[src/rtl/riscv_pkg.sv]
// Shared encodings and the decoded-fields bundle for the RV32I-subset decode stage.
package riscv_pkg;

  localparam int ILEN = 32;

  localparam logic [6:0] OP_R    = 7'b0110011;
  localparam logic [6:0] OP_IMM  = 7'b0010011;
  localparam logic [6:0] OP_LOAD = 7'b0000011;

  localparam logic [2:0] F3_ADD = 3'b000;
  localparam logic [2:0] F3_LW  = 3'b010;
  localparam logic [2:0] F3_XOR = 3'b100;
  localparam logic [2:0] F3_OR  = 3'b110;
  localparam logic [2:0] F3_AND = 3'b111;

  localparam logic [6:0] F7_BASE = 7'b0000000;
  localparam logic [6:0] F7_SUB  = 7'b0100000;

  typedef struct packed {
    logic [4:0]      rd_addr;
    logic            writeback_en;
    logic            writeback_from_mem;
    logic            alu_rs2_reg;
    logic [ILEN-1:0] imm;
    logic            add_en;
    logic            sub_en;
    logic            xor_en;
    logic            or_en;
    logic            and_en;
    logic            skip_instr;
  } dec_t;

  // add x0,x0,x0 marked as skipped
  localparam dec_t BUBBLE = '{
    rd_addr:            5'd0,
    writeback_en:       1'b1,
    writeback_from_mem: 1'b0,
    alu_rs2_reg:        1'b0,
    imm:                '0,
    add_en:             1'b1,
    sub_en:             1'b0,
    xor_en:             1'b0,
    or_en:              1'b0,
    and_en:             1'b0,
    skip_instr:         1'b1
  };

endpackage

[src/rtl/regfile.sv]
// Architectural register file: two async read ports with write-first bypass,
// one synchronous write port, x0 hardwired to zero.
module regfile #(
  parameter int XLEN  = 32,
  parameter int NREGS = 32,
  parameter int AW    = $clog2(NREGS)
) (
  input  logic            clk,
  input  logic            rst_n,
  input  logic            i_wb_en,
  input  logic [AW-1:0]   i_wb_addr,
  input  logic [XLEN-1:0] i_wb_data,
  input  logic [AW-1:0]   i_rs1_idx,
  input  logic [AW-1:0]   i_rs2_idx,
  output logic [XLEN-1:0] o_rs1_data,
  output logic [XLEN-1:0] o_rs2_data
);

  logic [XLEN-1:0] r_regs [NREGS];
  logic            w_wr;

  assign w_wr = i_wb_en && (i_wb_addr != '0);

  // NOTE: the array is cleared on reset because architectural state must read
  // zero after reset; this forces flops rather than a RAM macro.
  // NOTE: sequential state uses non-blocking assignments so every reader sees
  // the pre-edge value regardless of process ordering.
  always_ff @(posedge clk or negedge rst_n) begin
    if (!rst_n) begin
      for (int i = 0; i < NREGS; i++) r_regs[i] <= '0;
    end else if (w_wr) begin
      r_regs[i_wb_addr] <= i_wb_data;
    end
  end

  assign o_rs1_data = (i_rs1_idx == '0)                     ? '0        :
                      (w_wr && (i_wb_addr == i_rs1_idx))    ? i_wb_data :
                                                              r_regs[i_rs1_idx];
  assign o_rs2_data = (i_rs2_idx == '0)                     ? '0        :
                      (w_wr && (i_wb_addr == i_rs2_idx))    ? i_wb_data :
                                                              r_regs[i_rs2_idx];

endmodule

[src/rtl/id_stage.sv]
// Decode stage: instruction register, decode, EX-forward flags and load-use
// stall against the previously issued instruction.
module id_stage
  import riscv_pkg::*;
#(
  parameter int XLEN  = 32,
  parameter int NREGS = 32
) (
  input  logic            clk,
  input  logic            rst,
  input  logic            instr_valid,
  input  logic [31:0]     instr,
  output logic            instr_ready,
  input  logic            wb_en,
  input  logic [4:0]      wb_addr,
  input  logic [XLEN-1:0] wb_data,
  output logic [4:0]      rd_addr,
  output logic [XLEN-1:0] rs1,
  output logic [XLEN-1:0] rs2,
  output logic            writeback_en,
  output logic            writeback_from_mem,
  output logic            alu_rs2_reg,
  output logic [XLEN-1:0] imm,
  output logic            add_en,
  output logic            sub_en,
  output logic            xor_en,
  output logic            or_en,
  output logic            and_en,
  output logic            skip_instr,
  output logic            rs1_take_prev1,
  output logic            rs2_take_prev1,
  output logic            illegal_instr
);

  logic            r_ir_valid;
  logic [31:0]     r_ir;
  logic [4:0]      r_prev_rd;
  logic            r_prev_load;

  logic [6:0]      w_opcode;
  logic [2:0]      w_funct3;
  logic [6:0]      w_funct7;
  logic [4:0]      w_rs1_idx;
  logic [4:0]      w_rs2_idx;
  logic [ILEN-1:0] w_imm_i;
  dec_t            w_dec;
  dec_t            w_out;
  logic            w_legal;
  logic            w_uses_rs1;
  logic            w_uses_rs2;
  logic            w_is_lw;
  logic            w_stall;
  logic            w_issue;
  logic            w_fire;
  logic [XLEN-1:0] w_rf_rs1;
  logic [XLEN-1:0] w_rf_rs2;

  assign w_opcode  = r_ir[6:0];
  assign w_funct3  = r_ir[14:12];
  assign w_funct7  = r_ir[31:25];
  assign w_rs1_idx = r_ir[19:15];
  assign w_rs2_idx = r_ir[24:20];
  assign w_imm_i   = {{20{r_ir[31]}}, r_ir[31:20]};

  // NOTE: every variable gets a default before the case so no path leaves a
  // value unassigned, which would infer a latch.
  always_comb begin
    w_dec              = BUBBLE;
    w_dec.rd_addr      = r_ir[11:7];
    w_dec.add_en       = 1'b0;
    w_dec.skip_instr   = 1'b0;
    w_legal            = 1'b0;
    w_uses_rs1         = 1'b0;
    w_uses_rs2         = 1'b0;
    w_is_lw            = 1'b0;
    unique case (w_opcode)
      OP_R: begin
        w_dec.alu_rs2_reg = 1'b1;
        w_uses_rs1        = 1'b1;
        w_uses_rs2        = 1'b1;
        unique case (w_funct3)
          F3_ADD: begin
            w_dec.add_en = (w_funct7 == F7_BASE);
            w_dec.sub_en = (w_funct7 == F7_SUB);
            w_legal      = (w_funct7 == F7_BASE) || (w_funct7 == F7_SUB);
          end
          F3_XOR:  begin w_dec.xor_en = 1'b1; w_legal = 1'b1; end
          F3_OR:   begin w_dec.or_en  = 1'b1; w_legal = 1'b1; end
          F3_AND:  begin w_dec.and_en = 1'b1; w_legal = 1'b1; end
          default: ;
        endcase
      end
      OP_IMM: begin
        w_dec.imm  = w_imm_i;
        w_uses_rs1 = 1'b1;
        unique case (w_funct3)
          F3_ADD:  begin w_dec.add_en = 1'b1; w_legal = 1'b1; end
          F3_XOR:  begin w_dec.xor_en = 1'b1; w_legal = 1'b1; end
          F3_OR:   begin w_dec.or_en  = 1'b1; w_legal = 1'b1; end
          F3_AND:  begin w_dec.and_en = 1'b1; w_legal = 1'b1; end
          default: ;
        endcase
      end
      OP_LOAD: begin
        if (w_funct3 == F3_LW) begin
          w_dec.imm                = w_imm_i;
          w_dec.add_en             = 1'b1;
          w_dec.writeback_from_mem = 1'b1;
          w_uses_rs1               = 1'b1;
          w_is_lw                  = 1'b1;
          w_legal                  = 1'b1;
        end
      end
      default: ;
    endcase
    if (!w_legal) begin
      w_uses_rs1 = 1'b0;
      w_uses_rs2 = 1'b0;
    end
  end

  assign w_stall = r_ir_valid && r_prev_load && (r_prev_rd != 5'd0) &&
                   ((w_uses_rs1 && (w_rs1_idx == r_prev_rd)) ||
                    (w_uses_rs2 && (w_rs2_idx == r_prev_rd)));
  assign w_issue     = r_ir_valid && !w_stall;
  assign w_fire      = w_issue && w_legal;
  assign instr_ready = !r_ir_valid || w_issue;

  regfile #(.XLEN(XLEN), .NREGS(NREGS)) u_regfile (
    .clk        (clk),
    .rst_n      (rst),
    .i_wb_en    (wb_en),
    .i_wb_addr  (wb_addr),
    .i_wb_data  (wb_data),
    .i_rs1_idx  (w_rs1_idx),
    .i_rs2_idx  (w_rs2_idx),
    .o_rs1_data (w_rf_rs1),
    .o_rs2_data (w_rf_rs2)
  );

  always_ff @(posedge clk or negedge rst) begin
    if (!rst) begin
      r_ir_valid  <= 1'b0;
      r_ir        <= '0;
      r_prev_rd   <= '0;
      r_prev_load <= 1'b0;
    end else begin
      if (instr_ready) begin
        r_ir_valid <= instr_valid;
        if (instr_valid) r_ir <= instr;
      end
      // Only a legal issue leaves a producer behind for the next instruction.
      r_prev_rd   <= w_fire ? w_dec.rd_addr : 5'd0;
      r_prev_load <= w_fire && w_is_lw;
    end
  end

  assign w_out = w_fire ? w_dec : BUBBLE;

  assign rd_addr            = w_out.rd_addr;
  assign writeback_en       = w_out.writeback_en;
  assign writeback_from_mem = w_out.writeback_from_mem;
  assign alu_rs2_reg        = w_out.alu_rs2_reg;
  assign imm                = XLEN'($signed(w_out.imm));
  assign add_en             = w_out.add_en;
  assign sub_en             = w_out.sub_en;
  assign xor_en             = w_out.xor_en;
  assign or_en              = w_out.or_en;
  assign and_en             = w_out.and_en;
  assign skip_instr         = w_out.skip_instr;
  assign rs1                = w_fire ? w_rf_rs1 : '0;
  assign rs2                = w_fire ? w_rf_rs2 : '0;
  assign illegal_instr      = w_issue && !w_legal;

  assign rs1_take_prev1 = w_issue && w_uses_rs1 && (w_rs1_idx == r_prev_rd) &&
                          (r_prev_rd != 5'd0) && !r_prev_load;
  assign rs2_take_prev1 = w_issue && w_uses_rs2 && (w_rs2_idx == r_prev_rd) &&
                          (r_prev_rd != 5'd0) && !r_prev_load;

endmodule

[config.mk]
export PLATFORM = sky130hd
export DESIGN_NAME = id_stage
export DESIGN_NICKNAME = d
export VERILOG_FILES = /design/src/rtl/riscv_pkg.sv /design/src/rtl/regfile.sv /design/src/rtl/id_stage.sv
export SDC_FILE = /design/constraint.sdc
export NUM_CORES = 2
export LEC_CHECK = 0
export CAP_MARGIN = 30
export CORE_ASPECT_RATIO = 0.9
export CORE_MARGIN = 4
export CORE_UTILIZATION = 47
export DETAILED_ROUTE_END_ITERATION = 7
export HOLD_SLACK_MARGIN = 0.1
export PLACE_DENSITY = 0.71
export SETUP_SLACK_MARGIN = 0.5
export SLEW_MARGIN = 20
export SYNTH_ARGS = -nofsm -noshare
export SYNTH_HDL_FRONTEND = slang
export SYNTH_SLANG_ARGS = --single-unit
[constraint.sdc]
create_clock -name clk -period 2.57 [get_ports clk]
set_input_delay 0.514 -clock clk [delete_from_list [all_inputs] [get_ports clk]]
set_output_delay 0.514 -clock clk [all_outputs]
set_load 0.02 [all_outputs]
# Yosys cells after proc, flatten, opt, wreduce, memory -nomap -nowiden
# Cells that the tools add are included.
# totals
regBits	1063
latch_bits	0
ramBits	0
romBits	0
inputBits	73
word_cells	129
n_memories	0
# op_classes
addsub	0
n_mul	0
n_div	0
n_lt_le_gt_ge	4
n_eq_ne	12
shift	0
muxes	36
bitwise_logic	3
n_reduce_logical	38
# ops
op	count
1024-bit bitwise mux	1
32-bit two-way mux	11
32-bit binary-select mux with 5-bit select	2
32-bit demux with 5-bit select	1
32-bit one-hot mux with 2 select lines	1
46-bit two-way mux	1
33-bit two-way mux	1
1-bit logical AND	21
5-bit equality test	4
6-bit greater-or-equal comparator, second input constant	3
5-bit inverter with 6-bit output	3
7-bit by 6-bit equality test with 1-bit output, second input constant	2
1-bit two-way mux	11
5-bit zero test	2
5-bit nonzero test	2
3-bit equality test, second input constant	3
7-bit by 2-bit equality test with 1-bit output, second input constant	1
7-bit by 5-bit equality test with 1-bit output, second input constant	1
7-bit zero test	1
6-bit by 1-bit less-than comparator with 1-bit output, second input constant	1
1-bit one-hot mux with 3 select lines	2
5-bit two-way mux	1
1-bit zero test	4
1-bit one-hot mux with 2 select lines	2
other kinds (9)	11

# Depth between registers and ports, before layout
# depth
depth_word	14
depth_mapped	10
ltp_nobuf	7

# Hierarchy
# Synthesis repeated with hierarchy kept, for this count alone.
# hier_totals
cells_unflattened	4039
area_unflattened_um2	57362.5
# modules_own_cells
mod	n_inst	cells_each	area_per_inst_um2	seq_area_each_um2
regfile	1	3782	54761.3	25624.6
id_stage	1	257	2601.2	975.9

# Worst setup path after synthesis
# No wires, ideal clock.
# synth_timing
path_kind	register to output
startpoint	register r_prev_rd[0]
endpoint	output imm[12]
t_arrival_ns	2.487
t_required_ns	2.056
setup_slack_ns	-0.431
path_stages_with_launch	9
cell_sequence	dfrtp_1 or4_4 nor2_4 nor3_1 o21ai_2 and4bb_1 clkbuf_1 and2_1 buf_4
# synth_between
elab_chain_len	8
word_cells_on_any_way	12
classes_between	eq/ne: 2; mux: 1; reduce/logical: 9
# synth_rtl
item	line	source
from (decl)	id_stage.sv:37	logic [4:0] r_prev_rd;
from (signal assigned)	id_stage.sv:153	r_prev_rd <= w_fire ? w_dec.rd_addr : 5'd0;
5-bit equality test (on tied branches)	id_stage.sv:123, id_stage.sv:124	
1-bit logical AND (on tied branches)	id_stage.sv:123, id_stage.sv:124	
1-bit logical OR	id_stage.sv:123	((w_uses_rs1 && (w_rs1_idx == r_prev_rd)) ||
1-bit logical AND (*)	id_stage.sv:122	assign w_stall = r_ir_valid && r_prev_load && (r_prev_rd != 5'd0) &&
1-bit zero test (*)	id_stage.sv:125	assign w_issue = r_ir_valid && !w_stall;
1-bit logical AND (*)	id_stage.sv:125	
1-bit logical AND (*)	id_stage.sv:126	assign w_fire = w_issue && w_legal;
46-bit two-way mux (*)	id_stage.sv:158	assign w_out = w_fire ? w_dec : BUBBLE;
to (decl)	id_stage.sv:23	output logic [XLEN-1:0] imm,
# Mark *: on every way between the ends. The rest lies on a longest branch, timed or not.

# Final worst setup path
# layout_timing
startpoint	register r_ir[20]
endpoint	output rs2[19]
# layout_between
elab_chain_len	8
word_cells_on_any_way	17
classes_between	eq/ne: 2; mux: 6; bitwise: 1; reduce/logical: 8
# layout_rtl
item	line	source
from (decl)	id_stage.sv:36	logic [31:0] r_ir;
from (signal assigned)	id_stage.sv:150	if (instr_valid) r_ir <= instr;
parallel branches: the longest is 7 deep, another holds 32-bit binary-select mux with 5-bit select	-	
32-bit two-way mux (*)	id_stage.sv:172	assign rs2 = w_fire ? w_rf_rs2 : '0;
to (decl)	id_stage.sv:19	output logic [XLEN-1:0] rs2,
# Every way passes the cells marked *. The select of a mux whose other input is x is not followed.

==> flow_metrics.py <==
metrics = {
    "clock_network": {
        "clock_path_buffers": 3,
        "worstSkewPairLatency_ns": 0.72,
        "clock_sink_count": 1063,
        "cts_inserted_buffers": 113,
        "clk_pin_slew_worst_paths_ns": 0.06,
        "clock_tree.root_cell": "sky130_fd_sc_hd__clkbuf_16",
        "ctsHtreeMaxLevel": 3,
        "clock_tree_from_tritoncts": "built",
    },
    "placed_design": {
        "dp.cells": 6048,
        "io_buffers": 185,
        "dp_hpwl_um": 130000,
        "gp_congestion": 0.875,
        "post_dp_cell_area_um2": 67600,
    },
    "global_route": {
        "grt_pass1_wl_um": 299000,
        "via_count_of_the_first_global_routing_pass": 43300,
        "grt_antenna_before_repair": 2,
        "grt_start_max_net_pins": 105,
        "grt.total_usage": 0.316,
        "globalRoute.totalOverflow": 0,
    },
    "sta": {
        "grt_setup_unrepaired": "true",
        "maxSlewViolCount": 0,
        "timing.hold.ws_ns": 0.333,
        "fin_worst_skew_ns": 0.0187,
        "relSlewSlack": 0.578,
        "final.min_clock_period_ns": 3.84,
        "post-route-worst-setup-slack_ns": -1.27,
        "tightestPinTransition_ns": 0.632,
        "hold_viol_final": 0,
        "finalCritPeriodShare": 1.50,
        "max_clock_freq_ghz": 0.260,
        "setup_violations": 131,
    },
    "setup_path": {
        "critPathLaunchType": "flop",
        "worstSetupPathType": "reg -> out",
        "timing.critical_path.to_type": "output port",
        "critical_path.max_fanout": 6,
        "worstPathRequired_ns": 2.06,
        "cp_data_arrival_time_ns": 3.33,
    },
    "drt": {
        "via_per_inst": 6.51,
        "wl_per_cell_um": 31.9,
        "detail_route.drc_violations": 0,
        "drt_wl_total_um": 207000,
        "drt_first_iter_violations": 4653,
        "detail-route-antenna-nets": 0,
        "via_count": 42200,
        "drt_first_pass_iters": 6,
    },
    "power_and_ir_drop": {
        "pwr_density_cell_nw_per_um2": 720,
        "power.leakage_nw": 33.7,
        "irDropWorstVdd_v": 0.000622,
    },
    "yosys": {
        "yosys_register_bits": 1063,
        "synth_nets": 4075,
        "async_flop_share": 1.00,
        "synth.yosys.seq_area_share": 0.465,
        "syn-instance-count": 4002,
        "synth_enable_flop_cells": 0,
        "postSynthAreaPerCell_um2": 14.3,
        "yosys.cell_types.count": 61,
        "yosys_most_used_dff": "sky130_fd_sc_hd__dfrtp_1",
        "synth.cell_area_um2": 57200,
        "ys_warns": 0,
    },
    "min_path": {
        "min_path_type": "in -> async",
    },
    "cells_and_area": {
        "area_growth_from_synthesis_to_final_layout_pct": 34.1,
        "layout.nets": 4863,
        "post_layout_nonfiller_instances": 6481,
        "layout-drive-gt1-share": 0.596,
        "stdcell_area_um2": 76700,
        "nFillCells": 8338,
        "antennaDiodeCount": 0,
    },
    "run_status": {
        "run_status": "finished, violations left",
        "failed_checks": "setup timing",
    },
    "run": {
        "drv_cap": 0,
    },
    "floorplanning": {
        "top_level_ports": 187,
        "fp.dieW_um": 376,
        "rows": 121,
        "core_area_um2": 121000,
        "initial_core_utilization": 0.473,
        "fp.dieArea_um2": 127000,
        "chipHeight_um": 339,
    },
}
[power by group]
| group | internal [W] | total, W | switching [W] | leakage, nW |
|---|---|---|---|---|
| Sequential | 0.0199 | 0.0223 | 0.00246 | 13.6 |
| Combinational | 0.00922 | 0.0161 | 0.00688 | 18.3 |
| Clock | 0.00962 | 0.0168 | 0.00715 | 1.85 |
| Total | 0.0387 | 0.0552 | 0.0165 | 33.7 |
[cell usage after synthesis (6+ instances only)]
library cell	number	area, um2
sky130_fd_sc_hd__dfrtp_1	1063	26600
sky130_fd_sc_hd__mux2_2	747	8410
sky130_fd_sc_hd__mux4_2	450	10100
sky130_fd_sc_hd__mux2_1	279	3140
sky130_fd_sc_hd__clkbuf_1	207	777
sky130_fd_sc_hd__a22oi_1	205	1540
sky130_fd_sc_hd__mux2i_1	159	1590
sky130_fd_sc_hd__buf_2	141	706
sky130_fd_sc_hd__nand2_1	120	450
sky130_fd_sc_hd__nor2_1	98	368
sky130_fd_sc_hd__buf_1	62	233
sky130_fd_sc_hd__buf_4	62	465
sky130_fd_sc_hd__nand3_1	56	280
sky130_fd_sc_hd__o22ai_1	53	332
sky130_fd_sc_hd__nor3_1	45	225
sky130_fd_sc_hd__o211ai_1	35	263
sky130_fd_sc_hd__a21oi_1	23	115
sky130_fd_sc_hd__and2_1	19	119
sky130_fd_sc_hd__o21ai_0	19	95.1
sky130_fd_sc_hd__a211oi_2	18	225
sky130_fd_sc_hd__nand2b_1	18	113
sky130_fd_sc_hd__nor2b_1	17	106
sky130_fd_sc_hd__a211oi_1	13	97.6
sky130_fd_sc_hd__xnor2_1	13	114
sky130_fd_sc_hd__o21ai_1	8	40.0
sky130_fd_sc_hd__xor2_1	7	61.3
sky130_fd_sc_hd__and3_1	6	37.5
[cell families after synthesis]
| kind of cell | Yosys count | synth area share |
|---|---|---|
| mux | 1635 | 0.407 |
| flops | 1063 | 0.465 |
| buf+inv | 479 | 0.0391 |
| simple gates | 419 | 0.0357 |
| compound gates | 385 | 0.0497 |
| xor+xnor | 20 | 0.00306 |
| other cells | 1 | 0.0000656 |
[registers in the layout (all words and copies together), names as in the netlist]
signal and flops:
u_regfile.r_regs 1024, r_ir_valid 1, r_prev_rd 5, r_prev_load 1, r_ir 32
[placed cells by master (no fill, tap or decap), types with 73 or more instances in the layout]
cell type / instances
sky130_fd_sc_hd__mux2i_1: 150
sky130_fd_sc_hd__a22oi_1: 81
sky130_fd_sc_hd__buf_12: 221
sky130_fd_sc_hd__dfrtp_1: 1050
sky130_fd_sc_hd__mux2_1: 268
sky130_fd_sc_hd__mux4_2: 450
sky130_fd_sc_hd__mux2_2: 746
sky130_fd_sc_hd__buf_4: 592
sky130_fd_sc_hd__a22oi_2: 124
sky130_fd_sc_hd__nand2_1: 73
sky130_fd_sc_hd__buf_6: 197
sky130_fd_sc_hd__clkbuf_16: 126
[per-layer routing]
layer / wire length, um / track usage / vias to the layer above
met5: 30 / 0 / -
li1: - / - / 16900
met4: 11200 / 0.143 / 4
met2: 93100 / 0.476 / 2404
met1: 80400 / 0.425 / 22200
met3: 21900 / 0.0926 / 609
[worst paths after layout]
path	slack [ns]	depth (start not counted)	end	start
max in group asynchronous	1.20	3	r_ir[17]	rst
setup / recovery	-1.27	11	rs2[19]	r_ir[20]
min in group clk	0.39	2	r_ir[23]	instr[23]
hold reg to reg	0.40	0	u_regfile.r_regs[1005]	u_regfile.r_regs[1005]
hold / removal	0.33	2	u_regfile.r_regs[759]	rst
setup reg to reg	-0.03	11	r_ir[11]	r_ir[20]
[what timing repair did]
action	CTS	global route
setup buffers	106	89
hold buffers	1	0
resized for setup	941	257
pin swaps	177	143
endpoints found under the setup margin	160	256
endpoints found under the hold margin	66	0
gates cloned	18	12
[layout make-up]
cell class	count	area (um2)	area share
inverter	3	23.8	0.000310
timing repair buffer	1147	13300	0.174
multi-input combinational	2462	30900	0.403
sequential	1063	26600	0.347
clock buffer	179	3420	0.0446
clock inverter	28	380	0.00496
tap	1599	2000	0.0261
[per-stage QoR]
stage                     setup TNS (ns)  power [W]  setup WS [ns]  utilization
after floorplan                    -1.99     0.0303        -0.0551            -
after global placement           -144.38     0.0356          -1.23        0.560
after detailed placement         -159.90     0.0361          -1.23        0.560
after CTS                        -114.64     0.0543          -1.25        0.618
after global routing             -131.91     0.0572          -1.33        0.634
final                            -119.62     0.0552          -1.27        0.634
[worst max-delay path, stage by stage (launching register included)]
cell and delay (ns):
sky130_fd_sc_hd__dfrtp_4 0.49, sky130_fd_sc_hd__buf_12 0.16, sky130_fd_sc_hd__buf_16 0.16, sky130_fd_sc_hd__buf_12 0.13, sky130_fd_sc_hd__buf_6 0.11, sky130_fd_sc_hd__mux4_2 0.42, sky130_fd_sc_hd__nor2b_4 0.14, sky130_fd_sc_hd__a211oi_2 0.21
sky130_fd_sc_hd__a21oi_2 0.11, sky130_fd_sc_hd__o211ai_1 0.32, sky130_fd_sc_hd__a21oi_4 0.16, sky130_fd_sc_hd__buf_6 0.16
Power figures use the tool's default switching activity.
